[config.mk]
export PLATFORM = sky130hd
export DESIGN_NAME = speck_uart_cmd_ctrl
export DESIGN_NICKNAME = d
export VERILOG_FILES = /design/src/rtl/speck_uart_cmd_ctrl.sv
export SDC_FILE = /design/constraint.sdc
export NUM_CORES = 1
export LEC_CHECK = 0
export BUFFER_PORTS_ARGS = -buffer_cell sky130_fd_sc_hd__buf_2
export CAP_MARGIN = 5
export CORE_UTILIZATION = 48
export DETAILED_ROUTE_END_ITERATION = 8
export PLACE_DENSITY = 0.74
export SLEW_MARGIN = 10
export SYNTH_ARGS = -nofsm -noshare
export SYNTH_HDL_FRONTEND = slang
export SYNTH_SLANG_ARGS = --single-unit
[constraint.sdc]
create_clock -name clk -period 4.27 [get_ports clk]
set_input_delay 0.427 -clock clk [delete_from_list [all_inputs] [get_ports clk]]
set_output_delay 0.427 -clock clk [all_outputs]
set_load 0.02 [all_outputs]
[src/rtl/speck_uart_cmd_ctrl.sv]
// Byte-level command sequencer between the UART RX/TX byte streams and a Speck block core.
// It assembles a command frame, runs the core under a watchdog, and streams the result back.
module speck_uart_cmd_ctrl #(
    parameter int         W           = 32,
    parameter int         TIMEOUT_CYC = 1024,
    parameter logic [7:0] CMD_ENC     = 8'h45,
    parameter logic [7:0] CMD_DEC     = 8'h44,
    parameter logic [7:0] ERR_BYTE    = 8'hEE
) (
    input  logic         clk,
    input  logic         rst,
    input  logic [7:0]   rx_data,
    input  logic         rx_valid,
    output logic [7:0]   tx_data,
    output logic         tx_valid,
    input  logic         tx_ready,
    output logic         core_start,
    output logic         core_decrypt,
    output logic [W-1:0] core_in_x,
    output logic [W-1:0] core_in_y,
    input  logic         core_done,
    input  logic [W-1:0] core_out_x,
    input  logic [W-1:0] core_out_y,
    output logic         busy,
    output logic         rx_drop,
    output logic         timeout_err
);

    localparam int NB = (2 * W) / 8;
    localparam int CW = (NB > 1) ? $clog2(NB) : 1;
    localparam int TW = (TIMEOUT_CYC > 1) ? $clog2(TIMEOUT_CYC) : 1;
    localparam logic [CW-1:0] LAST_BYTE = CW'(NB - 1);
    localparam logic [TW-1:0] TMO_LAST  = TW'(TIMEOUT_CYC - 1);

    typedef enum logic [2:0] {
        S_IDLE,
        S_RX,
        S_START,
        S_WAIT,
        S_TX,
        S_ERR
    } state_t;

    state_t          state_q, state_d;
    logic [CW-1:0]   cnt_q, cnt_d;
    logic [TW-1:0]   tmo_q, tmo_d;
    logic [2*W-1:0]  shift_q, shift_d;
    logic [2*W-1:0]  blk_q, blk_d;
    logic [2*W-1:0]  out_q, out_d;
    logic            cmd_dec_q, cmd_dec_d;
    logic            dec_q, dec_d;
    logic            drop_q, drop_d;

    // The command's direction is held aside until START so core_decrypt stays
    // stable for the whole previous transaction while the next frame arrives.
    always_comb begin
        state_d     = state_q;
        cnt_d       = cnt_q;
        tmo_d       = tmo_q;
        shift_d     = shift_q;
        blk_d       = blk_q;
        out_d       = out_q;
        cmd_dec_d   = cmd_dec_q;
        dec_d       = dec_q;
        drop_d      = drop_q;
        core_start  = 1'b0;
        tx_valid    = 1'b0;
        tx_data     = 8'h00;
        timeout_err = 1'b0;

        case (state_q)
            S_IDLE: begin
                if (rx_valid && (rx_data == CMD_ENC || rx_data == CMD_DEC)) begin
                    cmd_dec_d = (rx_data == CMD_DEC);
                    cnt_d     = '0;
                    state_d   = S_RX;
                end
            end
            S_RX: begin
                if (rx_valid) begin
                    shift_d = {shift_q[2*W-9:0], rx_data};
                    if (cnt_q == LAST_BYTE) begin
                        blk_d   = {shift_q[2*W-9:0], rx_data};
                        dec_d   = cmd_dec_q;
                        cnt_d   = '0;
                        state_d = S_START;
                    end else begin
                        cnt_d = cnt_q + CW'(1);
                    end
                end
            end
            S_START: begin
                core_start = 1'b1;
                tmo_d      = '0;
                state_d    = S_WAIT;
            end
            S_WAIT: begin
                // A result arriving on the expiry cycle still counts as success.
                if (core_done) begin
                    out_d   = {core_out_x, core_out_y};
                    cnt_d   = '0;
                    state_d = S_TX;
                end else if (tmo_q == TMO_LAST) begin
                    timeout_err = 1'b1;
                    state_d     = S_ERR;
                end else begin
                    tmo_d = tmo_q + TW'(1);
                end
            end
            S_TX: begin
                tx_valid = 1'b1;
                tx_data  = out_q[2*W-1 -: 8];
                if (tx_ready) begin
                    out_d = {out_q[2*W-9:0], 8'h00};
                    if (cnt_q == LAST_BYTE) begin
                        cnt_d   = '0;
                        state_d = S_IDLE;
                    end else begin
                        cnt_d = cnt_q + CW'(1);
                    end
                end
            end
            S_ERR: begin
                tx_valid = 1'b1;
                tx_data  = ERR_BYTE;
                if (tx_ready) begin
                    state_d = S_IDLE;
                end
            end
            default: begin
                state_d = S_IDLE;
            end
        endcase

        if (rx_valid && (state_q == S_START || state_q == S_WAIT ||
                         state_q == S_TX || state_q == S_ERR)) begin
            drop_d = 1'b1;
        end
    end

    always_ff @(posedge clk) begin
        if (rst) begin
            state_q   <= S_IDLE;
            cnt_q     <= '0;
            tmo_q     <= '0;
            shift_q   <= '0;
            blk_q     <= '0;
            out_q     <= '0;
            cmd_dec_q <= 1'b0;
            dec_q     <= 1'b0;
            drop_q    <= 1'b0;
        end else begin
            state_q   <= state_d;
            cnt_q     <= cnt_d;
            tmo_q     <= tmo_d;
            shift_q   <= shift_d;
            blk_q     <= blk_d;
            out_q     <= out_d;
            cmd_dec_q <= cmd_dec_d;
            dec_q     <= dec_d;
            drop_q    <= drop_d;
        end
    end

    assign core_in_x    = blk_q[2*W-1:W];
    assign core_in_y    = blk_q[W-1:0];
    assign core_decrypt = dec_q;
    assign busy         = (state_q != S_IDLE);
    assign rx_drop      = drop_q;

endmodule

## Word level (Yosys, flattened, before mapping)

Cells that the tools add are included.

| word-level totals | value |
|---|---|
| input bits | 77 |
| logic and storage cells | 76 |
| output and inout bits | 78 |
| bits in registers | 203 |

| operators by class | value |
|---|---|
| reductions and logical operators | 19 |
| muxes and demuxes | 27 |
| $add $sub $neg | 2 |
| equal/unequal tests | 19 |

Operators with widths:

| kind | number |
|---|---|
| two-way mux 64 bit | 2 |
| case mux 64 bit (2 select lines) | 1 |
| two-way mux 3 bit | 13 |
| two-way mux 10 bit | 2 |
| case mux 10 bit (2 select lines) | 1 |
| inequality test 2 bit, second input constant | 9 |
| case mux 3 bit (6 select lines) | 1 |
| equality test 8 x 7 -> 1 bit, second input constant | 2 |
| case mux 8 bit (2 select lines) | 1 |
| case mux 3 bit (4 select lines) | 1 |
| adder 10 x 1 -> 10 bit, second input constant | 1 |
| equality test 10 bit, second input constant | 1 |
| equality test 3 bit, second input constant | 3 |
| AND reduction 3 bit | 3 |
| AND reduction 7 bit | 1 |
| equality test 3 x 2 -> 1 bit, second input constant | 2 |
| two-way mux 1 bit | 5 |
| AND reduction 5 bit | 1 |
| logical OR 1 bit | 4 |
| AND reduction 2 bit | 2 |
| nonzero test 2 bit | 2 |
| nonzero test 4 bit | 1 |
| adder 3 x 1 -> 3 bit, second input constant | 1 |
| equality test 3 x 1 -> 1 bit, second input constant | 1 |
| 5 further kinds | 6 |

## Longest topological paths before layout

Gate-level depths: netlist (run 1).

| depth | value |
|---|---|
| depth after elaboration | 5 |
| mapped depth | 8 |
| gate-level depth less buffers | 6 |

## Least setup slack after synthesis (run 1)

Ideal clock, no wire load.

| timing path | value |
|---|---|
| kind | register to register |
| from | register state_q[1] |
| to | register tmo_q[6] |
| data required time | 4.149 ns |
| period minus slack after synthesis | 1.945 ns |
| arrival time | 1.824 ns |
| path slack | 2.325 ns |
| path buffers | 2 |
| cell stages (with the launch flop) | 7 |
| library setup time | 0.121 ns |
| cell sequence | dfxtp_1 -> buf_4 -> nor3b_1 -> or2_2 -> buf_4 -> nor2_1 -> mux2_2 |

| between the ends | value |
|---|---|
| cells in the longest elaborated chain, start to end | 3 |
| elaborated cells between the ends (all ways) | 7 |
| those cells by class | eq/ne (4); mux (1); reduce/logical (2) |

RTL lines:

| what | RTL line | text |
|---|---|---|
| start: declaration | 44 | `state_t state_q, state_d;` |
| start signal: assignment | 153 | `state_q <= state_d;` |
| equality test 3 x 2 -> 1 bit | 71 | `case (state_q)` |
| inequality test 2 bit (no line) or nonzero test 2 bit (tied branches) | n/a |  |
| AND reduction 3 bit (no line) | n/a |  |
| end signal: assignment | 155 | `tmo_q <= tmo_d;` |
| end: declaration | 46 | `logic [TW-1:0] tmo_q, tmo_d;` |

Parallel ways exist; a longest one is shown, timed or not.
A chain may end at the register's enable or synchronous reset.

## Worst setup path in the final report (run 1)

| timing path | value |
|---|---|
| from | register state_q[2] |
| to | output port tx_data[0] |

| between the ends | value |
|---|---|
| cells in the longest elaborated chain, start to end | 2 |
| elaborated cells between the ends (all ways) | 3 |
| those cells by class | eq/ne (2); mux (1) |

RTL lines:

| what | RTL line | text |
|---|---|---|
| equality test 3 bit | 71 |  |
| case mux 8 bit (2 select lines) (*) | 71 |  |
| end: declaration | 14 | `output logic [7:0] tx_data,` |

Every way passes the cells marked *; elsewhere a longest branch is shown, timed or not.

==> impl_metrics.env, run 1 <==
export IMPL_critPathLaunchType="flop"
export IMPL_maximum_clock_frequency_ghz=0.3113
export IMPL_floorplan_io_pins=155
export IMPL_cell_breakdown_of_the_critical_path="nor3b_4 > buf_4 > and2_1 > buf_2"
export IMPL_critical_path_top_delay_family="buffers and inverters"
export IMPL_cell_depth_of_the_worst_min_delay_path=3
export IMPL_cts_post_setup_buffers_inserted=0
export IMPL_outcome="completed"
export IMPL_n_antenna_cell=0
export IMPL_finalNonFillerCells=1300
export IMPL_synth_cell_type_count=50
export IMPL_globalRouteOverflowTotal=0
export IMPL_startpoint_of_the_tightest_hold_check_path="core_out_y[4]"
export IMPL_tritoncts_num_buffers=22
export IMPL_post_synth_cell_area_avg_sq_um=8.444
export IMPL_grt_max_degree=141
export IMPL_yosys_register_bits=203
export IMPL_design_area_sq_um=9575
export IMPL_timing_worst_slew_pin_value_ns=1.048
export IMPL_rsz0062_at_grt="no"
export IMPL_totalWireLength_mm=18.40
export IMPL_worst_ep_required_time_ns=3.84
export IMPL_detailedRoute_firstPassIterationCount=4
export IMPL_final_core_util=0.5795
export IMPL_detail_route_antenna_nets=0
export IMPL_synth_seq_area_share=0.5034
export IMPL_grt_first_pass_wirelength_mm=29.97
export IMPL_setup_crit_end_kind="primary output"
export IMPL_standard_cell_area_after_detailed_placement_sq_um=8823
export IMPL_finalNetCount=1148
export IMPL_synthCells=956
export IMPL_floorplan_initialDensity=0.4885
export IMPL_critical_path_slowest_cell="buf_4"
export IMPL_dieWidth_um=131.7
export IMPL_setup_viol_count_final=0
export IMPL_synth_async_sr_flop_share=0
export IMPL_hold_end="out_q[4]"
export IMPL_cts_root_buf="clkbuf_16"
export IMPL_final_hold_viol_count=0
export IMPL_final_max_slew_viol_count=0
export IMPL_critPathMaxStageDelay_ns=0.77
export IMPL_clkSlewWorstSetupHoldPaths_ns=0.06
export IMPL_final_weighted_congestion_in_routability_driven_placement=0.7526
export IMPL_via_count=6745
export IMPL_dp_cells=1261
export IMPL_regToRegStartpoint="state_q[0]"
export IMPL_hold_slack_ns=0.1797
export IMPL_wl_per_cell_um=14.15
export IMPL_initial_antenna_violation_count=1
export IMPL_timing_critical_path_fanout_max=59
export IMPL_layout_filler_cells=1525
export IMPL_timing_clock_skew_ns=0.01180
export IMPL_peakVddDrop_mv=0.2870
export IMPL_mappedNetlistArea_sq_um=8073
export IMPL_grt_util_all_layers=0.2074
export IMPL_fp_dieArea_sq_um=17340
export IMPL_core_region_area_sq_um=16520
export IMPL_synthesis_yosys_warnings=0
export IMPL_layout_drive_gt1_share=0.1935
export IMPL_dp_final_hpwl_mm=11.85
export IMPL_synth_enable_flop_cells=0
export IMPL_grt_pass1_vias=6178
export IMPL_seq_area_sq_um=4064
export IMPL_max_slew_margin_rel=0.3014
export IMPL_top_ff_cell_synth="dfxtp_1"
export IMPL_layout_area_overhead_vs_synth_pct=18.61
export IMPL_drt_iter0_drc=479
export IMPL_clock_tree_buffer_depth=3
export IMPL_final_common_cell="nand2_1"
export IMPL_total_of_hold_buffers_inserted_after_clock_tree_synthesis=0
export IMPL_maxCapViolCount=0
export IMPL_synth_fp_nets=1039
export IMPL_layout_min_cycle_time_ns=3.212
export IMPL_holdCritPathClass="in2reg"
export IMPL_ctsResizeCount=0
export IMPL_critical_path_reg2reg_endpoint="out_q[36]"
export IMPL_power_density_nw_per_um2=420.6
export IMPL_cts_sinks=203
export IMPL_portBuffers=154
export IMPL_worstPathArrival_ns=2.79
export IMPL_final_cell_mix="255 x nand2_1, 203 x dfxtp_1, 153 x buf_2, 132 x a21oi_1, 83 x nor2_1"
export IMPL_final_min_period_over_clock_period=0.7523
export IMPL_regToRegSetupSlack_ns=1.50
export IMPL_cp_startpoint="state_q[2]"
export IMPL_detail_route_drc_violations=0
export IMPL_detail_route_vias_per_cell=5.188
export IMPL_critical_path_n_buffers_inverters=2
export IMPL_die_height_um=131.7
export IMPL_clock_tree_from_tritoncts="built"
export IMPL_p_leak_nw=3.414
export IMPL_clk_insertion_delay_late_ns=0.50
export IMPL_row_count=47
export IMPL_area_taken_by_multi_input_logic_gates_sq_um=3645
export IMPL_worstRegToRegCells=4
export IMPL_setup_total_negative_slack_ns=0
export IMPL_htreeDepth=1
export IMPL_worstSetupPathType="reg2out"
report_power, final:
group          leakage, nW  switching, mW  internal (mW)  total (mW)
clock                0.364          0.751           1.17        1.92
combinational         1.42          0.120         0.0694       0.189
sequential            1.63         0.0204           1.90        1.92
total                 3.41          0.891           3.14        4.03
per-layer routing:
layer,vias up,routed length [um],track usage
met5,-,19,0
li1,3495,-,-
met2,147,8718,0.3466
met4,2,343,0.06072
met3,29,1176,0.05633
met1,3072,8139,0.2603
cell type report:
| cell class | instances | area share |
|---|---|---|
| Multi-Input combinational cell | 672 | 0.3806 |
| Clock inverter | 6 | 0.006664 |
| Inverter | 6 | 0.002352 |
| Timing Repair Buffer | 160 | 0.08585 |
| Tap cell | 220 | 0.02875 |
| Sequential cell | 203 | 0.4244 |
| Clock buffer | 33 | 0.07134 |
worst register-to-register path: stages, from the launching register on:
cell and delay (ns):
dfxtp_1 0.89, and4b_1 0.58, a21o_4 0.76, nor2_1 0.18
a211oi_1 0.27
worst max-delay path by stage:
stage / end / slack [ns] / depth (start not counted)
detailed placement: out_q[36] / 1.54 / 4
global placement: out_q[21] / 1.60 / 4
global route: tx_data[4] / 0.90 / 4
CTS: tx_data[0] / 1.06 / 4
floorplan: tmo_q[6] / 2.32 / 6
finish: tx_data[0] / 1.06 / 4
cells in the mapped netlist, drive strengths merged (4+ instances only):
cell / count / share of area
a211oi: 56 / 0.052
a21oi: 133 / 0.083
a22oi: 8 / 0.0074
and2: 4 / 0.0031
buf: 39 / 0.027
clkbuf: 36 / 0.017
dfxtp: 203 / 0.50
ha: 6 / 0.0093
inv: 6 / 0.0028
mux2i: 60 / 0.074
nand2: 256 / 0.12
nand4: 5 / 0.0039
nor2: 83 / 0.039
nor3: 7 / 0.0043
o21ai: 5 / 0.0031
or3: 6 / 0.0047
flip-flops by register name, indices dropped and copies added (netlist names):
name / flops
blk_q: 64
cmd_dec_q: 1
cnt_q: 3
core_decrypt: 1
out_q: 64
rx_drop: 1
shift_q: 56
state_q: 3
tmo_q: 10
logic make-up after synthesis:
group / after synthesis / synth area share
AOI/OAI and AO/OA: 217 / 0.1626
and+or+nand+nor: 385 / 0.1984
DFF: 203 / 0.5034
muxes: 62 / 0.07719
xor gates and xnor gates: 2 / 0.002170
adders and majority gates: 6 / 0.009299
buffers and inverters: 81 / 0.04696
through the flow:
step	power, mW	setup WS (ns)
floorplan	2.089	2.325
global placement	2.154	1.601
detailed placement	2.154	1.538
CTS	4.071	1.058
global route	4.167	0.9013
finish	4.027	1.058
No activity file was read; power rests on OpenSTA's default activity.
==> run 2, diff against run 1 <==
==> constraint.sdc (replaced) <==
create_clock -name clk -period 3.4 [get_ports clk]
set_input_delay 0.34 -clock clk [delete_from_list [all_inputs] [get_ports clk]]
set_output_delay 0.34 -clock clk [all_outputs]
set_load 0.02 [all_outputs]
==> run 2 against run 1 <==
Against the previous run: first-iteration DRC count rose by 6.3%; sequential power rose by 24%; non-clock buffer count increased by 6; sequential cell count did not move; power up 17%; combinational power is 41% higher; critical path depth unchanged; clock-buffer cell count fell by 1; final area shrank 0.89%; utilization down 0.51 points; die area did not move; largest power group unchanged.
==> impl_metrics.env, run 2 (synthesized netlist as in run 1, its figures left out) <==
export IMPL_rsz0062_at_grt="no"
export IMPL_total_of_hold_buffers_inserted_after_clock_tree_synthesis=0
export IMPL_final_min_period_over_clock_period=0.7909
export IMPL_clk_insertion_delay_late_ns=0.49
export IMPL_totalWireLength_mm=18.46
export IMPL_layout_area_overhead_vs_synth_pct=17.56
export IMPL_critical_path_endpoint="tx_data[0]"
export IMPL_core_region_area_sq_um=16520
export IMPL_regToRegSetupSlack_ns=0.85
export IMPL_worstSetupPathType="reg2out"
export IMPL_setup_viol_count_final=0
export IMPL_cts_root_buf="clkbuf_16"
export IMPL_netSwitchingPower_mw=1.062
export IMPL_final_core_util=0.5743
export IMPL_power_frac_comb=0.057
export IMPL_power_density_nw_per_um2=495.3
export IMPL_final_hold_viol_count=0
export IMPL_portBuffers=154
export IMPL_floorplan_initialDensity=0.4885
export IMPL_ctsResizeCount=0
export IMPL_wl_per_cell_um=14.19
export IMPL_timing_critical_path_fanout_max=59
export IMPL_clock_tree_buffer_depth=3
export IMPL_grt_first_pass_wirelength_mm=30.32
export IMPL_max_slew_margin_rel=0.5389
export IMPL_detail_route_antenna_nets=0
export IMPL_p_leak_nw=3.376
export IMPL_detailedRoute_firstPassIterationCount=6
export IMPL_clkSlewWorstSetupHoldPaths_ns=0.06
export IMPL_layout_min_cycle_time_ns=2.689
export IMPL_cts_sinks=203
export IMPL_peakVddDrop_mv=0.3725
export IMPL_timing_worst_slew_pin_value_ns=0.6892
export IMPL_final_max_slew_viol_count=0
export IMPL_finalNetCount=1152
export IMPL_drt_iter0_drc=509
export IMPL_timing_clock_skew_ns=0.006010
export IMPL_critical_path_reg2reg_endpoint="out_q[58]"
export IMPL_regToRegStartpoint="state_q[1]"
export IMPL_tritoncts_num_buffers=20
export IMPL_startpoint_of_the_tightest_hold_check_path="core_out_y[5]"
export IMPL_hold_slack_ns=0.1026
export IMPL_power_switching_share=0.2259
export IMPL_initial_antenna_violation_count=1
export IMPL_cts_post_setup_buffers_inserted=0
export IMPL_globalRouteOverflowTotal=0
export IMPL_maxCapViolCount=0
export IMPL_grt_pass1_vias=6204
export IMPL_maximum_clock_frequency_ghz=0.3719
export IMPL_floorplan_io_pins=155
export IMPL_setup_crit_end_kind="primary output"
export IMPL_fp_dieArea_sq_um=17340
export IMPL_pwr_share_clk=0.434
export IMPL_total_power_consumption_of_the_routed_design_mw=4.700
export IMPL_reg_largest_list="blk_q x64, out_q x64, shift_q x56"
export IMPL_worstPathArrival_ns=2.35
export IMPL_layout_drive_gt1_share=0.1878
export IMPL_htreeDepth=1
export IMPL_dp_final_hpwl_mm=12.11
export IMPL_cp_startpoint="state_q[2]"
export IMPL_dieWidth_um=131.7
export IMPL_holdCritPathClass="in2reg"
export IMPL_final_cell_mix="255 x nand2_1, 203 x dfxtp_1, 153 x buf_2, 132 x a21oi_1, 83 x nor2_1"
export IMPL_row_count=47
export IMPL_worst_ep_required_time_ns=3.06
export IMPL_n_antenna_cell=0
export IMPL_final_weighted_congestion_in_routability_driven_placement=0.7833
export IMPL_worstRegToRegCells=5
export IMPL_detail_route_vias_per_cell=5.232
export IMPL_critPathLaunchType="flop"
export IMPL_die_height_um=131.7
export IMPL_p_seq_frac=0.509
export IMPL_final_common_cell="nand2_1"
export IMPL_setup_total_negative_slack_ns=0
export IMPL_via_count=6807
export IMPL_grt_max_degree=135
export IMPL_outcome="completed"
export IMPL_clock_tree_from_tritoncts="built"
export IMPL_internal_power_component_mw=3.638
export IMPL_detail_route_drc_violations=0
export IMPL_grt_util_all_layers=0.2102
==> run 2: layout make-up <==
cell class | instances | area (sq um)
clock buffer | 32 | 575.6
clock inverter | 2 | 21.27
fill | 1542 | 7034
inverter | 6 | 22.52
multi-input combinational | 672 | 3640
sequential | 203 | 4064
tap | 220 | 275.3
timing repair buffer | 166 | 892.1
==> run 2: power by group through the flow <==
stage               Combinational [mW]  Clock [mW]  Sequential (mW)
floorplan                        0.175           0             2.45
global placement                 0.268           0             2.45
detailed placement               0.269           0             2.45
CTS                              0.269        2.08             2.39
global route                     0.295        2.18             2.39
finish                           0.267        2.04             2.39
==> run 2: worst min path at each step <==
| stage | cells past startpoint | endpoint |
|---|---|---|
| 6_report | 3 | out_q[5] |
| 5_1_grt | 3 | out_q[5] |
| 2_1_floorplan | 2 | core_decrypt |
| 4_1_cts | 3 | out_q[5] |
| 3_3_place_gp | 2 | core_decrypt |
| 3_5_place_dp | 2 | blk_q[32] |
==> run 2: critical path, cell delays in order, from the launching register on <==
cell     delay (ns)
dfxtp_1        0.71
nor3b_4        0.36
buf_12         0.38
and2_1         0.19
buf_2          0.16
==> run 2: through the flow <==
stage	cells	instance area, sq um	setup slack [ns]
finish	1301	9490	0.7109
global placement	1267	8894	1.030
CTS	1301	9490	0.7195
floorplan	956	8073	1.455
global route	1301	9490	0.6055
detailed placement	1267	8894	0.9324
==> run 2: routing by layer <==
layer	global-route usage	part of all wire	vias to the layer above
li1	-	-	3480
met4	0.05103	0.019	2
met1	0.2712	0.44	3128
met3	0.05131	0.060	34
met5	0	0.00070	-
met2	0.3516	0.48	163
==> run 3, diff against run 2 <==
==> constraint.sdc (replaced) <==
create_clock -name clk -period 2.56 [get_ports clk]
set_input_delay 0.256 -clock clk [delete_from_list [all_inputs] [get_ports clk]]
set_output_delay 0.256 -clock clk [all_outputs]
set_load 0.02 [all_outputs]
==> run 3 against run 2 <==
Against the previous run: power rose by 38%; critical path type unchanged; largest cell class unchanged; highest routed layer is now met4; final area grew 1.8%; clock skew up 0.00074 ns; clock power increased by 45%; combinational power grew 32%.
==> impl_metrics.env, run 3 (synthesized netlist as in run 1, its figures left out) <==
export IMPL_final_max_slew_viol_count=0
export IMPL_final_common_cell="nand2_1"
export IMPL_clkSlewWorstSetupHoldPaths_ns=0.06
export IMPL_wl_per_cell_um=14.05
export IMPL_final_min_period_over_clock_period=0.9318
export IMPL_detail_route_vias_per_cell=5.168
export IMPL_final_cell_mix="255 x nand2_1, 202 x dfxtp_1, 153 x buf_2, 132 x a21oi_1, 83 x nor2_1"
export IMPL_dieWidth_um=131.7
export IMPL_outcome="completed"
export IMPL_standard_cell_area_after_detailed_placement_sq_um=8949
export IMPL_grt_max_degree=117
export IMPL_timing_clock_skew_ns=0.006749
export IMPL_layout_min_cycle_time_ns=2.385
export IMPL_regToRegSetupSlack_ns=0.52
export IMPL_setup_viol_count_final=0
export IMPL_cell_depth_of_the_worst_min_delay_path=3
export IMPL_detail_route_antenna_nets=0
export IMPL_core_region_area_sq_um=16520
export IMPL_setup_total_negative_slack_ns=0
export IMPL_fp_dieArea_sq_um=17340
export IMPL_detail_route_drc_violations=0
export IMPL_worstRegToRegCells=6
export IMPL_maxCapViolCount=0
export IMPL_worstPathArrival_ns=2.13
export IMPL_layout_drive_gt1_share=0.1995
export IMPL_floorplan_initialDensity=0.4885
export IMPL_final_weighted_congestion_in_routability_driven_placement=0.7593
export IMPL_cts_post_setup_buffers_inserted=0
export IMPL_holdCritPathClass="in2reg"
export IMPL_dp_cells=1271
export IMPL_grt_util_all_layers=0.2105
export IMPL_setup_crit_end_kind="primary output"
export IMPL_grt_first_pass_wirelength_mm=30.33
export IMPL_cts_root_buf="clkbuf_16"
export IMPL_row_count=47
export IMPL_floorplan_io_pins=155
export IMPL_detailedRoute_firstPassIterationCount=4
export IMPL_timing_worst_slew_pin_value_ns=0.6499
export IMPL_globalRouteOverflowTotal=0
export IMPL_rsz0062_at_grt="no"
export IMPL_worstSetupPathType="reg2out"
export IMPL_portBuffers=154
export IMPL_layout_area_overhead_vs_synth_pct=19.71
export IMPL_critPathLaunchType="flop"
export IMPL_finalNetCount=1160
export IMPL_hold_slack_ns=0.01590
export IMPL_power_density_nw_per_um2=672.6
export IMPL_initial_antenna_violation_count=0
export IMPL_finalNonFillerCells=1314
export IMPL_timing_critical_path_fanout_max=27
export IMPL_htreeDepth=1
export IMPL_design_area_sq_um=9664
export IMPL_clock_tree_buffer_depth=3
export IMPL_tritoncts_num_buffers=22
export IMPL_grt_pass1_vias=6153
export IMPL_peakVddDrop_mv=0.4843
export IMPL_total_power_consumption_of_the_routed_design_mw=6.500
export IMPL_totalWireLength_mm=18.46
export IMPL_max_slew_margin_rel=0.5634
export IMPL_clock_tree_from_tritoncts="built"
export IMPL_drt_iter0_drc=645
export IMPL_final_hold_viol_count=0
export IMPL_worst_ep_required_time_ns=2.30
export IMPL_clk_insertion_delay_late_ns=0.49
export IMPL_maximum_clock_frequency_ghz=0.4192
export IMPL_reg_largest_list="blk_q x64, out_q x64, shift_q x56"
export IMPL_dp_final_hpwl_mm=12.15
export IMPL_cts_sinks=203
export IMPL_layout_filler_cells=1537
export IMPL_die_height_um=131.7
export IMPL_via_count=6791
export IMPL_p_leak_nw=3.458
==> run 3: through the flow <==
step | worst slack [ns] | utilization
6_report | 0.1746 | 0.5848
5_1_grt | 0.01417 | 0.5847
4_1_cts | 0.06190 | 0.5845
3_5_place_dp | 0.4100 | 0.5415
3_3_place_gp | 0.4540 | 0.5415
2_1_floorplan | 0.6149 | -
==> run 3: layout make-up <==
class | count | area [sq um] | share of cell area
timing repair buffer | 172 | 970.9 | 0.1005
sequential | 203 | 4065 | 0.4206
clock buffer | 31 | 635.6 | 0.06577
clock inverter | 9 | 52.55 | 0.005438
inverter | 6 | 22.52 | 0.002330
antenna | 1 | 2.502 | 0.0002589
tap | 220 | 275.3 | 0.02848
multi-input combinational | 672 | 3640 | 0.3766
==> run 3: power by group <==
part           internal, mW  switching, mW  leakage [nW]
Combinational         0.127          0.226          1.49
Clock                  1.73           1.23         0.335
Sequential             3.17         0.0153          1.63
Total                  5.03           1.47          3.46
==> run 3: per-layer routing <==
layer | global-route usage | wire length [um] | part of all wire
met5 | 0 | 0 | 0
met4 | 0.06718 | 407 | 0.022
met3 | 0.05748 | 1221 | 0.066
met2 | 0.3407 | 8736 | 0.47
met1 | 0.2711 | 8093 | 0.44
==> run 3: timing repair <==
| item | 4_1_cts | 5_1_grt |
|---|---|---|
| hold buffers | 2 | 0 |
| endpoints found under the hold margin | 2 | 0 |
| setup endpoints to repair | 2 | 2 |
| gates resized for setup | 1 | 1 |
==> run 3: path summary, 6_finish.rpt <==
kind                       from         end
setup / recovery     state_q[0]  tx_data[4]
hold / removal    core_out_y[3]    out_q[3]
setup reg to reg       cnt_q[0]   blk_q[50]
hold reg to reg       blk_q[40]   blk_q[40]
==> run 3: critical path, cell delays in order (launching register included) <==
cell	delay, ns
dfxtp_1	0.39
buf_4	0.24
nor3b_4	0.32
buf_6	0.34
and2_1	0.17
buf_2	0.15
